## src/rtl/gtfwizard_raw_buffbypass_tx_retry_ctrl.sv

```systemverilog
// TX buffer-bypass alignment sequencer: resets the bypass block, waits a holdoff, starts it,
// and retries on error or timeout until aligned or out of attempts.
module gtfwizard_raw_buffbypass_tx_retry_ctrl #(
    parameter int unsigned P_MAX_RETRIES    = 3,
    parameter int unsigned P_HOLDOFF_CYCLES = 64,
    parameter int unsigned P_TIMEOUT_CYCLES = 4096
) (
    input  logic       gtwiz_buffbypass_tx_clk_in,
    input  logic       gtwiz_buffbypass_tx_reset_in,
    input  logic       tx_resetdone_in,
    input  logic       user_start_in,
    input  logic       bb_done_in,
    input  logic       bb_error_in,
    output logic       bb_reset_out,
    output logic       bb_start_out,
    output logic       aligned_out,
    output logic       fail_out,
    output logic       busy_out,
    output logic [3:0] retry_count_out
);

    typedef enum logic [2:0] {
        StIdle, StBbReset, StHoldoff, StStart, StWaitDone, StCheck, StAligned, StFailed
    } state_e;

    localparam logic [15:0] HoldLast    = 16'(P_HOLDOFF_CYCLES - 1);
    localparam logic [15:0] TimeoutLast = 16'(P_TIMEOUT_CYCLES - 1);
    localparam logic [3:0]  MaxRetries  = 4'(P_MAX_RETRIES);

    state_e      state_q, state_d;
    logic [15:0] cnt_q, cnt_d;
    logic [3:0]  retry_q, retry_d;
    logic        aligned_q, aligned_d;
    logic        fail_q, fail_d;
    logic        arm_q, arm_d;
    logic        attempt_fail;

    always_ff @(posedge gtwiz_buffbypass_tx_clk_in) begin
        if (gtwiz_buffbypass_tx_reset_in) begin
            state_q   <= StIdle;
            cnt_q     <= '0;
            retry_q   <= '0;
            aligned_q <= 1'b0;
            fail_q    <= 1'b0;
            arm_q     <= 1'b1;
        end else begin
            state_q   <= state_d;
            cnt_q     <= cnt_d;
            retry_q   <= retry_d;
            aligned_q <= aligned_d;
            fail_q    <= fail_d;
            arm_q     <= arm_d;
        end
    end

    always_comb begin
        state_d      = state_q;
        cnt_d        = cnt_q;
        retry_d      = retry_q;
        aligned_d    = aligned_q;
        fail_d       = fail_q;
        arm_d        = arm_q | ~tx_resetdone_in;
        attempt_fail = 1'b0;
        if (!tx_resetdone_in) begin
            // Losing reset-done aborts everything but keeps the retry count for inspection.
            state_d   = StIdle;
            aligned_d = 1'b0;
            fail_d    = 1'b0;
        end else begin
            case (state_q)
                StIdle, StAligned, StFailed: begin
                    if (arm_q || user_start_in) begin
                        state_d   = StBbReset;
                        retry_d   = '0;
                        aligned_d = 1'b0;
                        fail_d    = 1'b0;
                        arm_d     = 1'b0;
                    end
                end
                StBbReset: begin
                    state_d = StHoldoff;
                    cnt_d   = '0;
                end
                StHoldoff: begin
                    if (cnt_q >= HoldLast) state_d = StStart;
                    else                   cnt_d   = cnt_q + 16'd1;
                end
                StStart: begin
                    state_d = StWaitDone;
                    cnt_d   = '0;
                end
                StWaitDone: begin
                    if (bb_done_in)                state_d      = StCheck;
                    else if (cnt_q >= TimeoutLast) attempt_fail = 1'b1;
                    else                           cnt_d        = cnt_q + 16'd1;
                end
                StCheck: begin
                    if (bb_error_in) begin
                        attempt_fail = 1'b1;
                    end else begin
                        state_d   = StAligned;
                        aligned_d = 1'b1;
                    end
                end
                default: state_d = StIdle;
            endcase
            if (attempt_fail) begin
                if (retry_q < MaxRetries) begin
                    retry_d = retry_q + 4'd1;
                    state_d = StBbReset;
                end else begin
                    state_d = StFailed;
                    fail_d  = 1'b1;
                end
            end
        end
    end

    always_comb begin
        bb_reset_out    = (state_q == StBbReset);
        bb_start_out    = (state_q == StStart);
        busy_out        = state_q inside {StBbReset, StHoldoff, StStart, StWaitDone, StCheck};
        aligned_out     = aligned_q;
        fail_out        = fail_q;
        retry_count_out = retry_q;
    end

endmodule

```

## config.mk

```make
export PLATFORM = sky130hd
export DESIGN_NAME = gtfwizard_raw_buffbypass_tx_retry_ctrl
export DESIGN_NICKNAME = d
export VERILOG_FILES = /design/src/rtl/gtfwizard_raw_buffbypass_tx_retry_ctrl.sv
export SDC_FILE = /design/constraint.sdc
export NUM_CORES = 1
export LEC_CHECK = 0
export CAP_MARGIN = 0
export CORE_MARGIN = 1.5
export CORE_UTILIZATION = 38
export CTS_CLUSTER_DIAMETER = 100
export DETAILED_ROUTE_END_ITERATION = 10
export HOLD_SLACK_MARGIN = 0.1
export PLACE_DENSITY = 0.62
export SLEW_MARGIN = 0
export SYNTH_ARGS = -nofsm -noshare
export SYNTH_HDL_FRONTEND = slang
export SYNTH_SLANG_ARGS = --single-unit
export TNS_END_PERCENT = 50
```

## constraint.sdc

```tcl
create_clock -name gtwiz_buffbypass_tx_clk_in -period 4.8 [get_ports gtwiz_buffbypass_tx_clk_in]
set_clock_uncertainty 0.15 [all_clocks]
set_input_delay 0.72 -clock gtwiz_buffbypass_tx_clk_in [delete_from_list [all_inputs] [get_ports gtwiz_buffbypass_tx_clk_in]]
set_output_delay 0.72 -clock gtwiz_buffbypass_tx_clk_in [all_outputs]
set_load 0.02 [all_outputs]
```

==> results of run 1 <==
## registers in the layout, indices dropped and copies added, names as in the netlist
| signal | flops |
|---|---|
| cnt_q | 16 |
| fail_out | 1 |
| aligned_out | 1 |
| retry_count_out | 4 |
| arm_q | 1 |
| state_q | 3 |
## per-layer routing
metal,vias up,global-route usage
met4,0,0.0313
met3,2,0.0308
met2,22,0.305
met1,669,0.226
li1,707,-
met5,-,0
## worst reg2reg max path, cell delays in order (launching register included)
cell	delay, ns
sky130_fd_sc_hd__dfxtp_1	0.32
sky130_fd_sc_hd__or4_4	0.58
sky130_fd_sc_hd__o41ai_4	0.37
sky130_fd_sc_hd__nand2_2	0.24
sky130_fd_sc_hd__or4_1	0.59
sky130_fd_sc_hd__mux2i_1	0.14
## cell families (layout without fill, tap and decap cells)
family	after synthesis	in the layout	synth area share
and+or+nand+nor	90	90	0.341
AOI/OAI and AO/OA	49	49	0.233
DFF	26	26	0.353
buffers and inverters	14	23	0.0356
adders and majority gates	3	3	0.0254
xor gates and xnor gates	1	1	0.00593
muxes	1	1	0.00678
## metrics by stage
step	setup slack [ns]	total power [mW]
global placement	1.94	0.298
CTS	1.92	0.438
global route	1.81	0.458
floorplan	2.49	0.278
detailed placement	1.90	0.300
finish	1.91	0.436
## final timing paths
path | end | slack (ns) | from | cells after the start
worst max-delay path | bb_reset_out | 1.91 | state_q[0] | 3
worst min-delay path | fail_out | 0.31 | fail_out | 2
worst max register to register | cnt_q[9] | 2.32 | cnt_q[13] | 5
worst min register to register | fail_out | 0.31 | fail_out | 2
## where the power goes
| part | switching [mW] | internal, mW | total [mW] |
|---|---|---|---|
| clock | 0.0675 | 0.0732 | 0.141 |
| sequential | 0.00820 | 0.219 | 0.227 |
| combinational | 0.0384 | 0.0297 | 0.0681 |
| total | 0.114 | 0.322 | 0.436 |
## cells in the final DEF (no fill, tap or decap), types with 4 or more instances in the layout
cell type / count
sky130_fd_sc_hd__o21ai_0: 4
sky130_fd_sc_hd__inv_1: 5
sky130_fd_sc_hd__a21oi_1: 17
sky130_fd_sc_hd__clkbuf_8: 4
sky130_fd_sc_hd__or4_1: 7
sky130_fd_sc_hd__o31ai_1: 7
sky130_fd_sc_hd__clkdlybuf4s50_1: 14
sky130_fd_sc_hd__a31oi_1: 4
sky130_fd_sc_hd__nor3_1: 6
sky130_fd_sc_hd__dfxtp_1: 26
sky130_fd_sc_hd__and2_1: 8
sky130_fd_sc_hd__nand2_1: 14
sky130_fd_sc_hd__or3_1: 7
sky130_fd_sc_hd__nand3_1: 11
sky130_fd_sc_hd__nand2b_1: 6
sky130_fd_sc_hd__nor2_1: 13
## cell type report
type	count	area share
inverter	5	0.0111
sequential	26	0.307
timing repair buffer	14	0.0825
multi-input combinational	144	0.532
clock buffer	4	0.0324
tap	48	0.0354
==> impl_metrics.toml, run 1 <==
[sta]
final_report_setup_violation_count = 0
final_hold_viol_count = 0
grt_setup_unrepaired = "no"
timing_max_transition_violations_final = 0
final.hold.worst_slack_ns = 0.313
finalSetupTns_ns = 0
fmaxAchievable_mhz = 346
final_period_minus_worst_setup_slack_ns = 2.89
share_of_the_clock_period_used_by_the_worst_path = 0.602
tightestPinTransition_ns = 0.607
relative_slew_margins = 0.595

[logic_synthesis]
synthArstFlopShare = 0
most_instantiated_library_cell_after_synthesis = "sky130_fd_sc_hd__dfxtp_1"
count_of_yosys_warnings_during_synthesis = 0
syn_nets = 193
avgSynthCellArea_um2 = 8.02
yosysSeqAreaShare = 0.353
ys_ff_latch = 26
synth_area_leaders = "sky130_fd_sc_hd__dfxtp_1 35%, sky130_fd_sc_hd__a21oi_1 5.8%, sky130_fd_sc_hd__nand3_1 3.7%"
post-synth-top-area-fraction = 0.353
synth_common_cells = "26 x sky130_fd_sc_hd__dfxtp_1, 17 x sky130_fd_sc_hd__a21oi_1, 14 x sky130_fd_sc_hd__nand2_1, 13 x sky130_fd_sc_hd__nor2_1, 11 x sky130_fd_sc_hd__nand3_1"
synth.cell_area_mm2 = 0.00148
post_synth_num_cell_types = 46
synth_edf_count = 0
synth_area_leader_cell = "sky130_fd_sc_hd__dfxtp_1"
synth_top_flop_cell = "sky130_fd_sc_hd__dfxtp_1"
synth_cells = 184

[floorplan]
placeableCoreArea_mm2 = 0.00369
die_x_um = 65.3
starting_density_of_the_core = 0.400
num_io_pins = 15
die_area_mm2 = 0.00427
row_count = 22
die_h_um = 65.3

[setup_path]
critical-path-max-stage-delay_ns = 0.65
critical_path_buffer_and_inverter_count = 2
worst_path_arrival_ns = 2.02
critical_path_data_required_time_ns = 3.93
worst-setup-path-type = "reg2out"
worstPathCellList = "inv_1 -> nor3_1 -> clkdlybuf4s50_1"
cp_slowest_cell = "sky130_fd_sc_hd__clkdlybuf4s50_1"
critPathCaptureType = "output pin"
cpLargestDelayFamily = "buffers and inverters"
critical_path_peak_fanout = 15
crit_path_start_kind = "flop"

[clock_tree]
postCtsSetupBuffers = 0
holdBufCountCts = 0
clk_transition_reported_paths_ns = 0.09
post_cts_resize_count = 0
worst_skew_pair.late_latency_ns = 0.27
cts.sinks = 26
cts.root.buffer_cell = "sky130_fd_sc_hd__clkbuf_8"
cts-buffers-inserted = 3
tritoncts = "yes"
cts.htree.levels = 1
clock_tree.buffer_depth = 2

[drt]
firstDrtPassIters = 4
wire_per_inst_um = 14.3
vias_per_inst = 5.81
wirelength_um = 3450
drc = 0
met1Wirelength_um = 1700
number_of_routed_nets_with_antenna_violations = 0
detailroute.via_count = 1400
first_iter_violations = 92
top_signal_layer_used = "met4"
met3_routed_wl_um = 115
detail_route_met2_wl_um = 1620

[finish]
multiInputGateArea_um2 = 903
syn_to_final_growth_pct = 15.0
final_core_utilization = 0.460
final_cell_area_mm2 = 0.00170
area.sequential_um2 = 520
layout.filler_cells = 381
post_route_cells_drive_above_1_share = 0.0570
finalNonFillerCells = 241
net_count_reported_at_finish = 203
insertedDiodeCount = 0

[grt]
global_route.usage.total = 0.174
vias_in_the_first_global_route = 1305
grt_overflow_total = 0
grt_antenna_before_repair = 0
grt_first_pass_wirelength_um = 5870
grt_max_degree = 21

[placed_design]
placed_cell_count = 237
detailed_place_hpwl_um = 2550
place.port_buffers = 14
gpl.final_weighted_congestion = 0.783
placement.cell_area_mm2 = 0.00164

[pwr]
power_leakage_nw = 0.562
powerDensity_mw_per_mm2 = 257
vdd_drop_max_mv = 0.136

[flow_run]
cap_viol_max_count = 0

[status]
status = "completed"

[worst_hold_path]
hold_path.class = "reg2reg"
(Power assumes the default switching activity.)
==> run 2, diff against run 1 <==
--- a/config.mk
+++ b/config.mk
@@ -11,7 +11,7 @@
 export CTS_CLUSTER_DIAMETER = 100
 export DETAILED_ROUTE_END_ITERATION = 10
 export HOLD_SLACK_MARGIN = 0.1
-export PLACE_DENSITY = 0.62
+export PLACE_DENSITY = 0.64
 export SLEW_MARGIN = 0
 export SYNTH_ARGS = -nofsm -noshare
 export SYNTH_HDL_FRONTEND = slang
==> constraint.sdc (replaced) <==
create_clock -name gtwiz_buffbypass_tx_clk_in -period 2.63 [get_ports gtwiz_buffbypass_tx_clk_in]
set_clock_uncertainty 0.15 [all_clocks]
set_input_delay 0.3945 -clock gtwiz_buffbypass_tx_clk_in [delete_from_list [all_inputs] [get_ports gtwiz_buffbypass_tx_clk_in]]
set_output_delay 0.3945 -clock gtwiz_buffbypass_tx_clk_in [all_outputs]
set_load 0.02 [all_outputs]
==> impl_metrics.toml, run 2 (synthesis results as in run 1) <==
[floorplan]
placeableCoreArea_mm2 = 0.00369
row_count = 22
die_x_um = 65.3
starting_density_of_the_core = 0.400
num_io_pins = 15
die_area_mm2 = 0.00427
die_h_um = 65.3

[pwr]
power_leakage_nw = 0.585
vdd_drop_max_mv = 0.242
powerDensity_mw_per_mm2 = 505
fin_total_pwr_uw = 878

[finish]
post_route_cells_drive_above_1_share = 0.0816
leading_cell_type_in_the_layout_fill_and_taps_excluded = "sky130_fd_sc_hd__dfxtp_1"
syn_to_final_growth_pct = 17.8
largest_register_ffs = 16
largest-register = "cnt_q"
insertedDiodeCount = 0
final_cell_mix = "24 x sky130_fd_sc_hd__dfxtp_1, 17 x sky130_fd_sc_hd__a21oi_1, 14 x sky130_fd_sc_hd__nand2_1, 14 x sky130_fd_sc_hd__clkdlybuf4s50_1, 13 x sky130_fd_sc_hd__nor2_1"
net_count_reported_at_finish = 206
final_cell_area_mm2 = 0.00174

[placed_design]
placement.cell_area_mm2 = 0.00167
place.port_buffers = 14
detailed_place_hpwl_um = 2610
gpl.final_weighted_congestion = 0.855

[setup_path]
worstSetupStartpoint = "cnt_q[13]"
cpLargestDelayFamily = "simple AND/OR/NAND/NOR gates"
critical_path_cell_count = 5
worst-setup-path-type = "reg2reg"
crit-reg2reg-capture = "cnt_q[9]"
critical-path-max-stage-delay_ns = 0.59
worst_reg2reg_setup_slack_ns = 0.13
critical_path_peak_fanout = 15
crit_path_start_kind = "flop"
reg2reg_depth = 5
worstPathCellList = "or4_4 -> o41ai_4 -> nand2_2 -> or4_1 -> mux2i_1"
worst_path_arrival_ns = 2.51
critPathCaptureType = "flop"
cp_slowest_cell = "sky130_fd_sc_hd__or4_4"
critical_register_to_register_path_startpoint = "cnt_q[13]"
critical_path_data_required_time_ns = 2.65
critical_path_buffer_and_inverter_count = 0
setup.worst_path.end = "cnt_q[9]"

[flow_run]
cap_viol_max_count = 0

[drt]
first_iter_violations = 126
drc = 0
vias_per_inst = 5.92
wire_per_inst_um = 14.5
wirelength_um = 3540
detailroute.via_count = 1445
firstDrtPassIters = 4
number_of_routed_nets_with_antenna_violations = 0

[grt]
grt_max_degree = 16
grt_overflow_total = 0
grt_first_pass_wirelength_um = 6020
global_route.usage.total = 0.179
grt_antenna_before_repair = 0
vias_in_the_first_global_route = 1315

[sta]
final_report_setup_violation_count = 0
finalSetupTns_ns = 0
grt_setup_unrepaired = "no"
share_of_the_clock_period_used_by_the_worst_path = 0.949
tightestPinTransition_ns = 0.672
fmaxAchievable_mhz = 401
final_period_minus_worst_setup_slack_ns = 2.50
final.hold.worst_slack_ns = 0.325
timing_max_transition_violations_final = 0
final_hold_viol_count = 0
relative_slew_margins = 0.548

[clock_tree]
holdBufCountCts = 0
cts.htree.levels = 1
cts-buffers-inserted = 3
clock_tree.buffer_depth = 2
worst_skew_pair.late_latency_ns = 0.27
clk_transition_reported_paths_ns = 0.09
cts.root.buffer_cell = "sky130_fd_sc_hd__clkbuf_8"
tritoncts = "yes"
cts.sinks = 26
postCtsSetupBuffers = 0

[worst_hold_path]
min_path_cells = 1
hold_path.class = "reg2reg"

[status]
status = "completed"
[run 2: cell count changes in the layout (fill, tap and decap cells not counted)]
cell	delta
sky130_fd_sc_hd__buf_4	+3
sky130_fd_sc_hd__bufinv_16	+1
sky130_fd_sc_hd__dfxtp_2	+2
sky130_fd_sc_hd__clkbuf_8	-1
sky130_fd_sc_hd__dfxtp_1	-2
[run 2: cell type report]
class                   count  area [um^2]
multi-input cells         144          903
clock inverters             1         30.0
well taps                  48         60.1
repair buffers             17          163
inverters                   5         18.8
fillers                   360         1950
flip-flops and latches     26          523
clock buffers               3         41.3
[run 2: worst min-delay path by stage]
stage	startpoint	endpoint	slack [ns]
2_1_floorplan	cnt_q[13]	cnt_q[13]	0.28
3_3_place_gp	cnt_q[13]	cnt_q[13]	0.29
3_5_place_dp	cnt_q[13]	cnt_q[13]	0.30
4_1_cts	fail_out	fail_out	0.32
5_1_grt	fail_out	fail_out	0.34
6_report	cnt_q[13]	cnt_q[13]	0.32
[run 2: per-layer routing]
metal  wire length, um  GRT usage  vias to the layer above
li1                  -          -                      711
met1              1700      0.246                      691
met2              1650      0.279                       39
met3               148     0.0308                        4
met4                44     0.0651                        0
met5                 0          0                        -
[run 2: through the flow]
stage / setup WS, ns / instances / utilization
5_1_grt: 0.0244 / 244 / 0.472
4_1_cts: 0.0584 / 244 / 0.471
3_3_place_gp: 0.123 / 240 / 0.451
2_1_floorplan: 0.403 / 184 / -
3_5_place_dp: 0.0427 / 240 / 0.451
6_report: 0.133 / 244 / 0.472
[run 2: repair_timing]
action / 4_1_cts / 5_1_grt
endpoints found under the hold margin: 0 / 0
gates resized for setup: 0 / 2
endpoints found under the setup margin: 0 / 3
[run 2: power by group]
group          total, mW  switching [mW]  internal [mW]  leakage [nW]
Sequential         0.416          0.0149          0.401         0.211
Combinational      0.127          0.0713         0.0561         0.338
Clock              0.335           0.132          0.204        0.0357
==> run 3, diff against run 2 <==
--- a/config.mk
+++ b/config.mk
@@ -6,13 +6,14 @@
 export NUM_CORES = 1
 export LEC_CHECK = 0
 export CAP_MARGIN = 0
+export CORE_ASPECT_RATIO = 1.1
 export CORE_MARGIN = 1.5
 export CORE_UTILIZATION = 38
 export CTS_CLUSTER_DIAMETER = 100
 export DETAILED_ROUTE_END_ITERATION = 10
 export HOLD_SLACK_MARGIN = 0.1
 export PLACE_DENSITY = 0.64
-export SLEW_MARGIN = 0
+export SLEW_MARGIN = 20
 export SYNTH_ARGS = -nofsm -noshare
 export SYNTH_HDL_FRONTEND = slang
 export SYNTH_SLANG_ARGS = --single-unit
==> impl_metrics.toml, run 3 (synthesis results as in run 1) <==
[status]
status = "completed"

[grt]
grt_first_pass_wirelength_um = 5910
grt_overflow_total = 0
grt_max_degree = 17
grt_antenna_before_repair = 0
vias_in_the_first_global_route = 1333
global_route.usage.total = 0.172

[floorplan]
row_count = 23
die_h_um = 68.4
starting_density_of_the_core = 0.401
num_io_pins = 15
die_x_um = 62.4
placeableCoreArea_mm2 = 0.00368
die_area_mm2 = 0.00427

[finish]
largest_register_ffs = 16
final_cell_mix = "25 x sky130_fd_sc_hd__dfxtp_1, 17 x sky130_fd_sc_hd__a21oi_1, 14 x sky130_fd_sc_hd__nand2_1, 14 x sky130_fd_sc_hd__clkdlybuf4s50_1, 13 x sky130_fd_sc_hd__nor2_1"
finalNonFillerCells = 247
insertedDiodeCount = 0
leading_cell_type_in_the_layout_fill_and_taps_excluded = "sky130_fd_sc_hd__dfxtp_1"
post_route_cells_drive_above_1_share = 0.0812
final_core_utilization = 0.470
largest-register = "cnt_q"
syn_to_final_growth_pct = 17.3
net_count_reported_at_finish = 207

[sta]
final_hold_viol_count = 0
final_report_setup_violation_count = 0
final.hold.worst_slack_ns = 0.326
finalSetupTns_ns = 0
fmaxAchievable_mhz = 403
final_period_minus_worst_setup_slack_ns = 2.48
relative_slew_margins = 0.573
grt_setup_unrepaired = "no"
tightestPinTransition_ns = 0.634
timing_max_transition_violations_final = 0
share_of_the_clock_period_used_by_the_worst_path = 0.945

[pwr]
powerDensity_mw_per_mm2 = 463
vdd_drop_max_mv = 0.208
power_leakage_nw = 0.581
fin_total_pwr_uw = 802

[drt]
number_of_routed_nets_with_antenna_violations = 0
wire_per_inst_um = 14.1
drc = 0
detailroute.via_count = 1440
wirelength_um = 3490
first_iter_violations = 124
firstDrtPassIters = 4
vias_per_inst = 5.83

[placed_design]
placed_cell_count = 243
gpl.final_weighted_congestion = 0.836
detailed_place_hpwl_um = 2570
place.port_buffers = 14

[setup_path]
worstPathCellList = "or4_4 -> o41ai_4 -> nand2_2 -> or4_1 -> mux2i_1"
cp_slowest_cell = "sky130_fd_sc_hd__or4_4"
crit-reg2reg-capture = "cnt_q[9]"
critical-path-max-stage-delay_ns = 0.59
worst_reg2reg_setup_slack_ns = 0.15
critical_path_peak_fanout = 15
setup.worst_path.end = "cnt_q[9]"
critPathCaptureType = "flop"
worst_path_arrival_ns = 2.50
critical_path_data_required_time_ns = 2.65
crit_path_start_kind = "flop"
critical_register_to_register_path_startpoint = "cnt_q[13]"
reg2reg_depth = 5
worst-setup-path-type = "reg2reg"
critical_path_cell_count = 5
cpLargestDelayFamily = "simple AND/OR/NAND/NOR gates"
worstSetupStartpoint = "cnt_q[13]"
critical_path_buffer_and_inverter_count = 0

[clock_tree]
cts-buffers-inserted = 3
post_cts_resize_count = 0
cts.htree.levels = 1
clk_transition_reported_paths_ns = 0.09
worst_skew_pair.late_latency_ns = 0.27
cts.root.buffer_cell = "sky130_fd_sc_hd__clkbuf_8"
cts.sinks = 26
holdBufCountCts = 0
postCtsSetupBuffers = 0
tritoncts = "yes"
clock_tree.buffer_depth = 2

[worst_hold_path]
hold_path.class = "reg2reg"

[flow_run]
cap_viol_max_count = 0
## run 3: cell count changes in the layout (fill, tap and decap cells not counted), sizes merged
cell	change
buf	+1
bufinv	-1
clkbuf	+1
## run 3: final cells by class
cell class,instances,area [um^2]
fill,373,1950
multi-input combinational,144,903
sequential,26,522
timing repair buffer,18,170
tap,50,62.6
clock buffer,4,55.1
inverter,5,18.8
## run 3: power breakdown
part	internal [mW]	total, mW	switching [mW]
Combinational	0.0561	0.127	0.0709
Sequential	0.401	0.416	0.0154
Clock	0.134	0.258	0.125
Total	0.591	0.802	0.211
## run 3: worst register-to-register path: cells and delay by family (launching register included)
family / cells / cell delay, ns
simple gates: 3 / 1.40
compound gates: 1 / 0.38
flops: 1 / 0.32
mux: 1 / 0.13
## run 3: how the worst min path moves through the flow
stage / slack, ns / end / from / cells past startpoint
2_1_floorplan: 0.28 / cnt_q[13] / cnt_q[13] / 1
3_3_place_gp: 0.29 / cnt_q[15] / cnt_q[15] / 1
3_5_place_dp: 0.31 / cnt_q[13] / cnt_q[13] / 1
4_1_cts: 0.33 / cnt_q[13] / cnt_q[13] / 1
5_1_grt: 0.35 / cnt_q[12] / cnt_q[12] / 1
6_report: 0.33 / fail_out / fail_out / 2
## run 3: layer usage
layer	GRT usage	wire, um
met5	0	0
met4	0.0694	53
met3	0.0263	104
met2	0.297	1630
met1	0.219	1700
## run 3: per-stage QoR
stage / instance area [um^2] / setup WS [ns]
floorplan: 1480 / 0.403
global placement: 1680 / 0.120
detailed placement: 1680 / 0.0348
CTS: 1730 / 0.0722
global route: 1730 / 0.0422
finish: 1730 / 0.146
